===== src/rtl/edulent_uart_tx.sv =====
// Byte FIFO feeding an 8N1 UART transmitter for the edulent core's output port.
// Bytes are sent LSB-first; consecutive queued bytes go out with no idle gap between frames.
module edulent_uart_tx #(
  parameter int unsigned CLKS_PER_BIT = 868,
  parameter int unsigned FIFO_DEPTH   = 4
) (
  input  logic       i_clk,
  input  logic       i_rstn,
  input  logic [7:0] i_data,
  input  logic       i_wr,
  output logic       o_tx,
  output logic       o_full,
  output logic       o_busy
);

  localparam int unsigned BaudW = (CLKS_PER_BIT > 1) ? $clog2(CLKS_PER_BIT) : 1;
  localparam int unsigned PtrW  = (FIFO_DEPTH > 1) ? $clog2(FIFO_DEPTH) : 1;
  localparam int unsigned CntW  = $clog2(FIFO_DEPTH + 1);

  localparam logic [BaudW-1:0] BaudLast = BaudW'(CLKS_PER_BIT - 1);
  localparam logic [CntW-1:0]  CntFull  = CntW'(FIFO_DEPTH);

  typedef enum logic [1:0] {StIdle, StStart, StData, StStop} state_e;

  state_e            state_q, state_d;
  logic [BaudW-1:0]  baud_q, baud_d;
  logic [2:0]        bit_idx_q, bit_idx_d;
  logic [7:0]        shift_q, shift_d;
  logic              tx_q, tx_d;

  logic [7:0]        mem_q [FIFO_DEPTH];
  logic [PtrW-1:0]   wr_ptr_q, rd_ptr_q;
  logic [CntW-1:0]   count_q, count_d;

  logic              push, pop, fifo_empty, baud_end;

  assign fifo_empty = (count_q == '0);
  assign o_full     = (count_q == CntFull);
  // Full is taken from the registered count, so a write on a full edge drops even if we pop.
  assign push       = i_wr & ~o_full;
  assign baud_end   = (baud_q == BaudLast);

  assign o_tx   = tx_q;
  assign o_busy = (state_q != StIdle) || !fifo_empty;

  always_comb begin
    state_d   = state_q;
    baud_d    = baud_q + 1'b1;
    bit_idx_d = bit_idx_q;
    shift_d   = shift_q;
    tx_d      = tx_q;
    pop       = 1'b0;

    unique case (state_q)
      StIdle: begin
        baud_d = '0;
        tx_d   = 1'b1;
        if (!fifo_empty) begin
          pop     = 1'b1;
          shift_d = mem_q[rd_ptr_q];
          state_d = StStart;
          tx_d    = 1'b0;
        end
      end
      StStart: begin
        if (baud_end) begin
          baud_d    = '0;
          bit_idx_d = '0;
          state_d   = StData;
          tx_d      = shift_q[0];
        end
      end
      StData: begin
        if (baud_end) begin
          baud_d  = '0;
          shift_d = shift_q >> 1;
          if (bit_idx_q == 3'd7) begin
            state_d = StStop;
            tx_d    = 1'b1;
          end else begin
            bit_idx_d = bit_idx_q + 3'd1;
            tx_d      = shift_q[1];
          end
        end
      end
      StStop: begin
        if (baud_end) begin
          baud_d = '0;
          // Chain straight into the next start bit when more bytes are waiting.
          if (!fifo_empty) begin
            pop     = 1'b1;
            shift_d = mem_q[rd_ptr_q];
            state_d = StStart;
            tx_d    = 1'b0;
          end else begin
            state_d = StIdle;
            tx_d    = 1'b1;
          end
        end
      end
      default: begin
        state_d = StIdle;
        baud_d  = '0;
        tx_d    = 1'b1;
      end
    endcase
  end

  always_comb begin
    count_d = count_q;
    unique case ({push, pop})
      2'b10:   count_d = count_q + 1'b1;
      2'b01:   count_d = count_q - 1'b1;
      default: count_d = count_q;
    endcase
  end

  always_ff @(posedge i_clk or negedge i_rstn) begin
    if (!i_rstn) begin
      state_q   <= StIdle;
      baud_q    <= '0;
      bit_idx_q <= '0;
      shift_q   <= '0;
      tx_q      <= 1'b1;
      wr_ptr_q  <= '0;
      rd_ptr_q  <= '0;
      count_q   <= '0;
    end else begin
      state_q   <= state_d;
      baud_q    <= baud_d;
      bit_idx_q <= bit_idx_d;
      shift_q   <= shift_d;
      tx_q      <= tx_d;
      count_q   <= count_d;
      if (push) wr_ptr_q <= wr_ptr_q + 1'b1;
      if (pop)  rd_ptr_q <= rd_ptr_q + 1'b1;
    end
  end

  always_ff @(posedge i_clk) begin
    if (push) mem_q[wr_ptr_q] <= i_data;
  end

endmodule


===== config.mk =====
export PLATFORM = sky130hd
export DESIGN_NAME = edulent_uart_tx
export DESIGN_NICKNAME = d
export VERILOG_FILES = /design/src/rtl/edulent_uart_tx.sv
export SDC_FILE = /design/constraint.sdc
export NUM_CORES = 1
export LEC_CHECK = 0
export CORE_MARGIN = 4
export CORE_UTILIZATION = 55
export DETAILED_ROUTE_END_ITERATION = 10
export GPL_ROUTABILITY_DRIVEN = 0
export GPL_TIMING_DRIVEN = 0
export MAX_ROUTING_LAYER = met4
export PLACE_DENSITY = 0.74
export SLEW_MARGIN = 10
export SYNTH_ARGS = -nofsm -noshare
export SYNTH_HDL_FRONTEND = slang
export SYNTH_SLANG_ARGS = --single-unit

===== constraint.sdc =====
create_clock -name i_clk -period 6.94 [get_ports i_clk]
set_clock_uncertainty 0.15 [all_clocks]
set_input_delay 0.694 -clock i_clk [delete_from_list [all_inputs] [get_ports i_clk]]
set_output_delay 0.694 -clock i_clk [all_outputs]
set_load 0.05 [all_outputs]

======== Word-level counts from Yosys, hierarchy flattened ========
Memory sizes are Yosys's and may differ from the RTL's.
Index checks and enable logic that the tools add are counted.
operators by class
  add/sub/neg operators ................... 6
  multipliers ............................. 0
  divide/modulo/power cells ............... 0
  $lt $le $gt $ge ......................... 0
  equal/unequal tests ..................... 14
  shift-type cells ........................ 0
  muxes and demuxes ....................... 29
  bitwise logic cells ..................... 2
  reduce and logical (&&, ||, !) cells .... 13
operators with widths
  kind                     number
  $mux W8                  3
  $pmux W8 S3              1
  $pmux W10 S2             1
  $ne A2 B2 Y1 const B     6
  $pmux W3 S2              2
  $add A10 B1 Y10 const B  1
  $eq A10 B10 Y1 const B   1
  $mux W1                  10
  $mux W10                 1
  $mux W2                  5
  $mux W3                  3
  $pmux W2 S4              1
  $add A3 B1 Y3 const B    2
  $eq A2 B2 Y1 const B     3
  $eq A3 B3 Y1 const B     2
  $reduce_and A3 Y1        2
  $reduce_bool A2 Y1       3
  $reduce_and A5 Y1        1
  $add A2 B1 Y2 const B    2
  $eq A2 B1 Y1 const B     2
  $pmux W1 S4              1
  $reduce_and A4 Y1        1
  $logic_not A3 Y1         1
  $reduce_bool A3 Y1       1
  other kinds (8)          8
word-level totals
  flip-flop bits (word level) ............. 31
  bits in latches ......................... 0
  memory bits (writable) .................. 32
  ROM bits ................................ 0
  input bits .............................. 11
  output and inout port bits .............. 3
  word-level logic and storage cells ...... 73
  memories kept ........................... 1
memory list
  name   depth  bits a word  rd ports  clocked after memory_dff  wr ports  RTL line  text
  mem_q  4      8            1         0                         1         31        logic [7:0] mem_q [FIFO_DEPTH];

======== Logic depth before layout (Yosys ltp) ========
Gate-level depths: netlist of the first run.
  depth after elaboration ................. 6
  depth in mapped cells ................... 10
  depth with buffers taken out ............ 10

======== Least setup slack after synthesis of the first run ========
No wires, ideal clock.
  path type ............................... register to register
  start ................................... reg count_q[0]
  end ..................................... reg count_q[2]
  library setup time ...................... 0.079 ns
  arrival time ............................ 2.228 ns
  data required time ...................... 6.711 ns
  setup slack ............................. 4.483 ns
  stages on the path, launching flop included .. 11
  path buffers ............................ 0
  clock period less this slack ............ 2.457 ns
  cell sequence ........................... dfrtp_1 inv_1 and3_1 nor2b_1 inv_1 ha_1 inv_1 fa_1 xor2_1 nor2_1 xor2_1
on the way
  elaborated cells between the ends (all ways) .. 13
  classes of those cells .................. add/sub: 2; eq/ne: 3; mux: 4; bitwise: 2; reduce/logical: 2
RTL lines
  item                                                      RTL line  text
  start, declared                                           33        logic [CntW-1:0] count_q, count_d;
  start signal, assigned                                    134       count_q <= count_d;
  $eq A3 B3 Y1 (*)                                          38        assign o_full = (count_q == CntFull);
  named net o_full                                          12        output logic o_full,
  $not A1 Y1 (*)                                            40        assign push = i_wr & ~o_full;
  $and A1 B1 Y1 (*)                                         40
  $eq A2 B1 Y1 / $eq A2 B2 Y1 (equally long branches)       111       unique case ({push, pop})
  $pmux W3 S2 / $reduce_bool A2 Y1 (equally long branches)  --
The timed path passes the listed nets; every way through them passes the cells marked *.
A chain may end at the register's enable or synchronous reset.

======== Worst setup path in the final report of the first run ========
  start ................................... reg count_q[1]
  end ..................................... out o_busy
on the way
  cells in the longest elaborated chain, start to end .. 3
ends and longest elaborated chain
  item                RTL line  text
  $logic_not A3 Y1    37        assign fifo_empty = (count_q == '0);
  $logic_not A1 Y1    --
  $logic_or A1 B1 Y1  44        assign o_busy = (state_q != StIdle) || !fifo_empty;
  end, declared       13        output logic o_busy
No other way between the ends.

==> impl_summary.log, run 1 <==
[metrics] crit path from: count_q[1]$_DFFE_PN0P_
[metrics] Worst Max-Slew Pin Slew: 679 ps
[metrics] Worst-path clk slew: about 70 ps
[metrics] number of buffers inserted by port buffering: 13
[metrics] worst slew margin relative to its limit: between 50% and 60%
[metrics] worst-skew pair later-pin latency: 340 ps
[metrics] area of the multi-input gates: between 1000 and 1500 um2
[metrics] period utilisation layout: 41.2%
[metrics] net total in the final layout: 255
[metrics] deepest level of the CTS H-tree: 3
[metrics] area taken by flip-flops and latches: approximately 1700 um2
[metrics] core footprint: 5140 um2
[metrics] critical path peak fanout: 6
[metrics] number of buffers inserted to repair setup after CTS: 0
[metrics] count of antenna-violating nets left after detailed routing: 0
[metrics] wire length of the first global-routing pass: a little under 8000 um
[metrics] Resized Gates After CTS: 0
[metrics] outcome: complete, no violations
[metrics] number of distinct library cells after synthesis: 41
[metrics] number of max-cap violations: 0
[metrics] Critical Path AT: between 2000 and 2500 ps
[metrics] buffer cell driving the clock tree root: clkbuf_8
[metrics] Synth warnings: 0
[metrics] Fin. Hold Viols: 0
[metrics] vertical die dimension: between 80 and 90 um
[metrics] HPWL Detailed: around 3100 um
[metrics] Inserted Clock Buffers: 9
[metrics] global route overflow: 0
[metrics] Hold WC Path Type: in2async
[metrics] routed length per placed instance: between 15 and 20 um
[metrics] gate count of the mapped netlist: ~200
[metrics] total power divided by cell area: around 440 nW/um2
[metrics] final max-slew violation count: 0
[metrics] startpoint of the worst register-to-register path: baud_q[0]$_DFF_PN0_
[metrics] total routing usage reported by global routing: ~17%
[metrics] fill cell instance count of the final layout: ~410
[metrics] drt pass-1 iters: 4
[metrics] total length of routed wires: ~4600 um
[metrics] leakage power: about 1.4 nW
[metrics] syn_nets: 231
[metrics] maximum number of pins on one net before global-route repair: 32
[metrics] I/O Pins: 14
[metrics] number of global-route vias before repair: 1639
[metrics] DRC Markers: 0
[metrics] routed vias/inst: around 5.3
[metrics] cell total after placement: ~290
[metrics] width of the die: a little over 80 um
[metrics] Starting Density: 57.0%
[metrics] Max clock buf depth: 2
[metrics] worst ir drop on vdd: approximately 0.27 mV
[metrics] proportion of synthesized chip area in sequential cells: 59.3%
[metrics] kind of start point of the critical path: register
[metrics] post-detailed-placement cell area: between 3000 and 4000 um2
[metrics] FP Rows: 26
[metrics] post-route insts no fill: between 300 and 400
[metrics] post-route standard cell area excluding fillers: between 3000 and 4000 um2
[metrics] Post-Synthesis Mean Instance Area: 14.2 um2
[metrics] CTS sink cnt: 63
[metrics] Worst Path Class, Setup: reg2out
[metrics] cell area after technology mapping: approximately 3000 um2
[metrics] unrepaired setup endpoints after global routing: false
[metrics] TritonCTS clock tree: yes
[metrics] maximum clock rate: 349 MHz
[metrics] number of antenna violations at the first check in global routing: 0
[metrics] number of buffers inserted for hold repair after clock tree synthesis: 0
[metrics] share of cells above drive strength 1: a little over a fifth
[metrics] Die Outline Area: about 6600 um2
[metrics] WP data required: around 6000 ps
[metrics] final critical delay including setup and external delays: between 2000 and 3000 ps
[metrics] antenna diode count: 0
[metrics] total setup violations reported at the end of the flow: 0
[metrics] endpoint class of the critical path: primary output
[metrics] total via count after detailed routing: 1625
[metrics] number of synthesized register bits: 63
[metrics] synthesis-to-finish area growth: 14.5%
[metrics] setup_tns: 0 ps
[metrics] 1st-iter DRT viols: 43
-- worst paths after layout --
kind                                          end  slack (ps)  depth (start not counted)
setup / recovery                           o_busy        4080                          3
hold / removal                baud_q[1]$_DFF_PN0_         240                          1
setup reg to reg           count_q[2]$_DFFE_PN0P_        4140                         10
hold reg to reg               baud_q[0]$_DFF_PN0_         320                          1
max in group asynchronous  state_q[1]$_DFFE_PN0P_        5960                          1
min in group i_clk            baud_q[0]$_DFF_PN0_         320                          1
-- cells in the final DEF, fill, tap and decap left out, types with 3 or more instances in the layout --
cell / netlist / routed
and2_1: 5 / 5
nand3_1: 12 / 12
dfrtp_1: 30 / 30
nor2b_1: 3 / 3
inv_1: 11 / 11
xor2_1: 6 / 6
mux2_4: 7 / 7
nand2_1: 7 / 7
mux4_2: 8 / 8
a21oi_1: 3 / 3
and3_1: 3 / 3
ha_1: 13 / 13
clkbuf_1: 2 / 3
nor3_1: 3 / 3
o21ai_0: 6 / 6
mux2_2: 7 / 7
clkbuf_8: 0 / 9
clkdlybuf4s50_1: 0 / 12
edfxtp_1: 32 / 32
xnor2_1: 7 / 7
nor2_1: 16 / 16
-- per-stage QoR --
stage	power, mW	worst slack (ps)	hold WS [ps]	utilization (%)
after detailed placement	1.15	4210	313	61.2
after global placement	1.14	4240	302	61.3
final	1.48	4080	243	65.3
after CTS	1.50	4080	260	65.3
after global routing	1.58	3960	292	65.3
after floorplan	1.03	4480	248	-
-- area by class of cell --
type	count	area share (%)
flip-flops and latches	63	51.8
multi-input cells	126	33.2
clock buffers	10	3.80
repair buffers	13	3.73
well taps	70	2.61
clock inverters	6	2.53
inverters	12	1.34
plain buffers	5	1.04
-- cell families (layout without fill, tap and decap cells) --
| group | count (synthesis) | in the layout | synth area share [%] |
|---|---|---|---|
| AND/OR/NAND/NOR | 58 | 58 | 10.6 |
| XOR/XNOR | 13 | 13 | 3.88 |
| adder cells (fa/ha/maj) | 14 | 14 | 6.23 |
| multiplexers | 25 | 25 | 13.5 |
| buffers and inverters | 17 | 46 | 2.73 |
| AO/OA/AOI/OAI | 16 | 16 | 3.76 |
| flip-flops | 63 | 63 | 59.3 |
-- metal layers --
layer	routed length [um]	track usage (%)	vias up	share of wire, %
met5	0	-	-	0
met4	87	7.60	0	1.9
li1	-	-	788	-
met3	169	4.66	10	3.7
met2	2110	24.9	26	46
met1	2230	22.2	801	48
-- critical path, cell delays in order (launching register included) --
cell and delay (ps):
dfrtp_1 400, nor3_2 450, nand2_1 120, clkdlybuf4s50_1 710
-- cells in the mapped netlist --
| library cell | count | share of area (%) |
|---|---|---|
| nand2b_1 | 1 | 0.21 |
| xnor2_1 | 7 | 2.1 |
| o221ai_1 | 1 | 0.30 |
| and3b_1 | 1 | 0.30 |
| a21oi_1 | 3 | 0.51 |
| and2_1 | 5 | 1.1 |
| inv_1 | 11 | 1.4 |
| nor3b_1 | 1 | 0.26 |
| mux2_2 | 7 | 2.7 |
| nor2b_1 | 3 | 0.64 |
| fa_1 | 1 | 0.68 |
| a22oi_1 | 1 | 0.26 |
| a21oi_2 | 1 | 0.30 |
| nor4_1 | 1 | 0.21 |
| mux2i_1 | 1 | 0.34 |
| nand2_1 | 7 | 0.90 |
| mux4_2 | 8 | 6.1 |
| clkbuf_1 | 2 | 0.26 |
| a31oi_1 | 1 | 0.21 |
| nand3_1 | 12 | 2.0 |
| nor4bb_2 | 1 | 0.55 |
| mux2_1 | 2 | 0.77 |
| clkinv_1 | 1 | 0.13 |
| nor3_2 | 2 | 0.68 |
| a41oi_1 | 1 | 0.30 |
| xor2_1 | 6 | 1.8 |
| buf_2 | 1 | 0.17 |
| dfrtp_1 | 30 | 26 |
| edfxtp_1 | 32 | 33 |
| ha_1 | 13 | 5.5 |
| o21ai_0 | 6 | 1.0 |
| buf_6 | 2 | 0.77 |
| nand3b_1 | 1 | 0.26 |
| dfstp_2 | 1 | 0.90 |
| o21a_2 | 1 | 0.30 |
| nor3_1 | 3 | 0.51 |
| mux2_4 | 7 | 3.6 |
| and3_1 | 3 | 0.64 |
| or3_2 | 1 | 0.26 |
| nor2_1 | 16 | 2.0 |
| o21ai_4 | 1 | 0.55 |
-- flip-flops by register name, summed over array words and instances (netlist names) --
| register | count |
|---|---|
| mem_q | 32 |
| shift_q | 8 |
| count_q | 3 |
| o_tx | 1 |
| bit_idx_q | 3 |
| baud_q | 10 |
| wr_ptr_q | 2 |
| rd_ptr_q | 2 |
| state_q | 2 |
-- power breakdown --
part	leakage [nW]	internal, mW	total, mW	switching, mW
logic	0.579	0.288	0.578	0.290
registers	0.679	0.508	0.564	0.0557
clock network	0.102	0.201	0.341	0.140
total	1.36	0.997	1.48	0.486
Note: power is estimated with default switching activity, not from simulation.
==> run 2, diff against run 1 <==
==> constraint.sdc (replaced) <==
create_clock -name i_clk -period 3 [get_ports i_clk]
set_clock_uncertainty 0.15 [all_clocks]
set_input_delay 0.3 -clock i_clk [delete_from_list [all_inputs] [get_ports i_clk]]
set_output_delay 0.3 -clock i_clk [all_outputs]
set_load 0.05 [all_outputs]
==> impl_summary.log, run 2 (synthesized netlist as in run 1, its figures left out) <==
[metrics] switching fraction of total power: 32.8%
[metrics] synthesis-to-finish area growth: 14.9%
[metrics] total via count after detailed routing: 1624
[metrics] end-of-flow core utilization: approximately two thirds
[metrics] final max-slew violation count: 0
[metrics] Starting Density: between 50 and 60%
[metrics] most common library cell in the layout ignoring fill and taps: edfxtp_1
[metrics] kind of start point of the critical path: register
[metrics] net total in the final layout: around 260
[metrics] cells traversed along the worst timing path: ha_1 > nor3b_1 > a41oi_1 > nor3_2 > ha_1 > inv_1 > fa_1 > xor2_1 > nor2_1 > xor2_1
[metrics] antenna diode count: 0
[metrics] crit-path leading delay family: adder cells
[metrics] WP data required: about 3100 ps
[metrics] I/O Pins: 14
[metrics] total routing usage reported by global routing: between 10% and 20%
[metrics] share of power burned in combinational logic: approximately 40%
[metrics] Max clock buf depth: 2
[metrics] outcome: complete, no violations
[metrics] post-route standard cell area excluding fillers: 3370 um2
[metrics] TritonCTS clock tree: yes
[metrics] 1st-iter DRT viols: 42
[metrics] maximum number of pins on one net before global-route repair: 32
[metrics] count of antenna-violating nets left after detailed routing: 0
[metrics] fraction of met2 tracks used by global routing: 24.9%
[metrics] routed vias/inst: 5.31
[metrics] number of max-cap violations: 0
[metrics] setup slack of the most critical reg-to-reg path: between 150 and 200 ps
[metrics] vertical die dimension: between 80 and 90 um
[metrics] CTS sink cnt: 63
[metrics] Resized Gates After CTS: 0
[metrics] global route overflow: 0
[metrics] final worst slack: around 200 ps
[metrics] final critical delay including setup and external delays: between 2000 and 3000 ps
[metrics] largest registers: mem_q (32), baud_q (10), shift_q (8)
[metrics] fill cell instance count of the final layout: ~410
[metrics] clock network fraction of total power: a little under a quarter
[metrics] part of the total power dissipated in sequential elements: a little under two fifths
[metrics] setup_tns: 0 ps
[metrics] deepest level of the CTS H-tree: 3
[metrics] Buffers & Inverters on Critical Path: 1
[metrics] met1 global-route usage: 22.2%
[metrics] slowest cell on the critical path: dfrtp_1
[metrics] width of the die: between 80 and 90 um
[metrics] total power divided by cell area: slightly above 1000 nW/um2
[metrics] worst-case setup slack after placement: between 300 and 400 ps
[metrics] total setup violations reported at the end of the flow: 0
[metrics] FP Rows: 26
[metrics] critical path peak fanout: 3
[metrics] unrepaired setup endpoints after global routing: false
[metrics] number of antenna violations at the first check in global routing: 0
[metrics] drt pass-1 iters: 4
[metrics] global route hottest layer: met2
[metrics] total length of routed wires: between 4000 and 5000 um
[metrics] leakage power: around 1.4 nW
[metrics] post-detailed-placement cell area: ~3100 um2
[metrics] number of buffers inserted for hold repair after clock tree synthesis: 1
[metrics] wire length of the first global-routing pass: between 7000 and 8000 um
[metrics] number of global-route vias before repair: approximately 1600
[metrics] Die Outline Area: 6560 um2
[metrics] Fin. Hold Viols: 0
[metrics] DRC Markers: 0
[metrics] Biggest register: mem_q
[metrics] switching power: 1.12 mW
[metrics] worst stage delay on the critical path: between 300 and 400 ps
[metrics] Inserted Clock Buffers: 9
[metrics] maximum clock rate: between 300 and 400 MHz
[metrics] worst-skew pair later-pin latency: 340 ps
[metrics] Worst Path Class, Setup: reg2reg
[metrics] Critical Path AT: slightly below 3000 ps
[metrics] Hold WC Path Type: reg2reg
[metrics] internal power consumption: between 2 and 2.5 mW
[metrics] most used cells in the layout excluding fill and tap cells: edfxtp_1, dfrtp_1, nor2_1, ha_1
[metrics] buffer cell driving the clock tree root: clkbuf_8
[metrics] worst slew margin relative to its limit: a little over half
[metrics] endpoint class of the critical path: register
[metrics] routed length per placed instance: approximately 15 um
[metrics] number of buffers inserted by port buffering: 13
[metrics] max FFs per register: 32
[metrics] Worst-path clk slew: ~70 ps
[metrics] period utilisation layout: 93.3%
[metrics] Worst Max-Slew Pin Slew: between 600 and 700 ps
[metrics] HPWL Detailed: approximately 3100 um
[metrics] GR Util met3: under 10%
[metrics] core footprint: between 5000 and 6000 um2
[metrics] share of cells above drive strength 1: ~21%
[metrics] number of buffers inserted to repair setup after CTS: 0
[metrics] worst ir drop on vdd: roughly 0.64 mV
-- run 2: cell count changes in the layout (fill, tap and decap cells not counted) --
| cell | before | now |
|---|---|---|
| dlygate4sd3_1 | 0 | 1 |
-- run 2: metrics by stage --
stage,power [mW],hold slack [ps],std cells
floorplan,2.38,-146,206
global placement,2.63,302,289
detailed placement,2.67,233,289
CTS,3.47,322,306
global route,3.67,361,306
finish,3.43,319,306
-- run 2: power by group through the flow --
stage / Combinational (mW) / Clock (mW) / Sequential, mW
after floorplan: 1.07 / 0 / 1.31
after global placement: 1.32 / 0 / 1.31
after detailed placement: 1.35 / 0 / 1.32
after CTS: 1.36 / 0.802 / 1.31
after global routing: 1.49 / 0.843 / 1.33
final: 1.34 / 0.789 / 1.30
-- run 2: path summary, 6_finish.rpt --
path                                      from                      to  depth (start not counted)
setup / recovery           baud_q[0]$_DFF_PN0_  count_q[2]$_DFFE_PN0P_                         10
hold / removal             baud_q[0]$_DFF_PN0_     baud_q[0]$_DFF_PN0_                          1
setup reg to reg           baud_q[0]$_DFF_PN0_  count_q[2]$_DFFE_PN0P_                         10
hold reg to reg            baud_q[0]$_DFF_PN0_     baud_q[0]$_DFF_PN0_                          1
max in group asynchronous               i_rstn  state_q[1]$_DFFE_PN0P_                          2
min in group asynchronous               i_rstn     baud_q[1]$_DFF_PN0_                          2
-- run 2: worst reg2reg max path: stages (launching register included) --
cell	delay, ps
dfrtp_1	380
ha_1	210
nor3b_1	340
a41oi_1	240
nor3_2	270
ha_1	250
inv_1	60
fa_1	380
xor2_1	170
nor2_1	110
xor2_1	160
-- run 2: routing by layer --
| metal | wire [um] | share of wire [%] |
|---|---|---|
| met3 | 169 | 3.7 |
| met1 | 2230 | 48 |
| met4 | 86 | 1.9 |
| met2 | 2120 | 46 |
| met5 | 0 | 0 |
-- run 2: area by class of cell --
class | instances | area (um2) | area share (%)
sequential | 63 | 1740 | 51.6
tap | 70 | 87.6 | 2.60
multi-input combinational | 126 | 1110 | 33.1
inverter | 12 | 45.0 | 1.34
clock inverter | 6 | 85.1 | 2.53
clock buffer | 10 | 128 | 3.79
timing repair buffer | 14 | 135 | 4.01
buffer | 5 | 35.0 | 1.04
==> run 3, diff against run 2 <==
--- a/config.mk
+++ b/config.mk
@@ -5,6 +5,7 @@
 export SDC_FILE = /design/constraint.sdc
 export NUM_CORES = 1
 export LEC_CHECK = 0
+export CAP_MARGIN = 10
 export CORE_MARGIN = 4
 export CORE_UTILIZATION = 55
 export DETAILED_ROUTE_END_ITERATION = 10
==> results of run 3 <==
No change in the layout: final DEF, timing and power equal those of run 2.
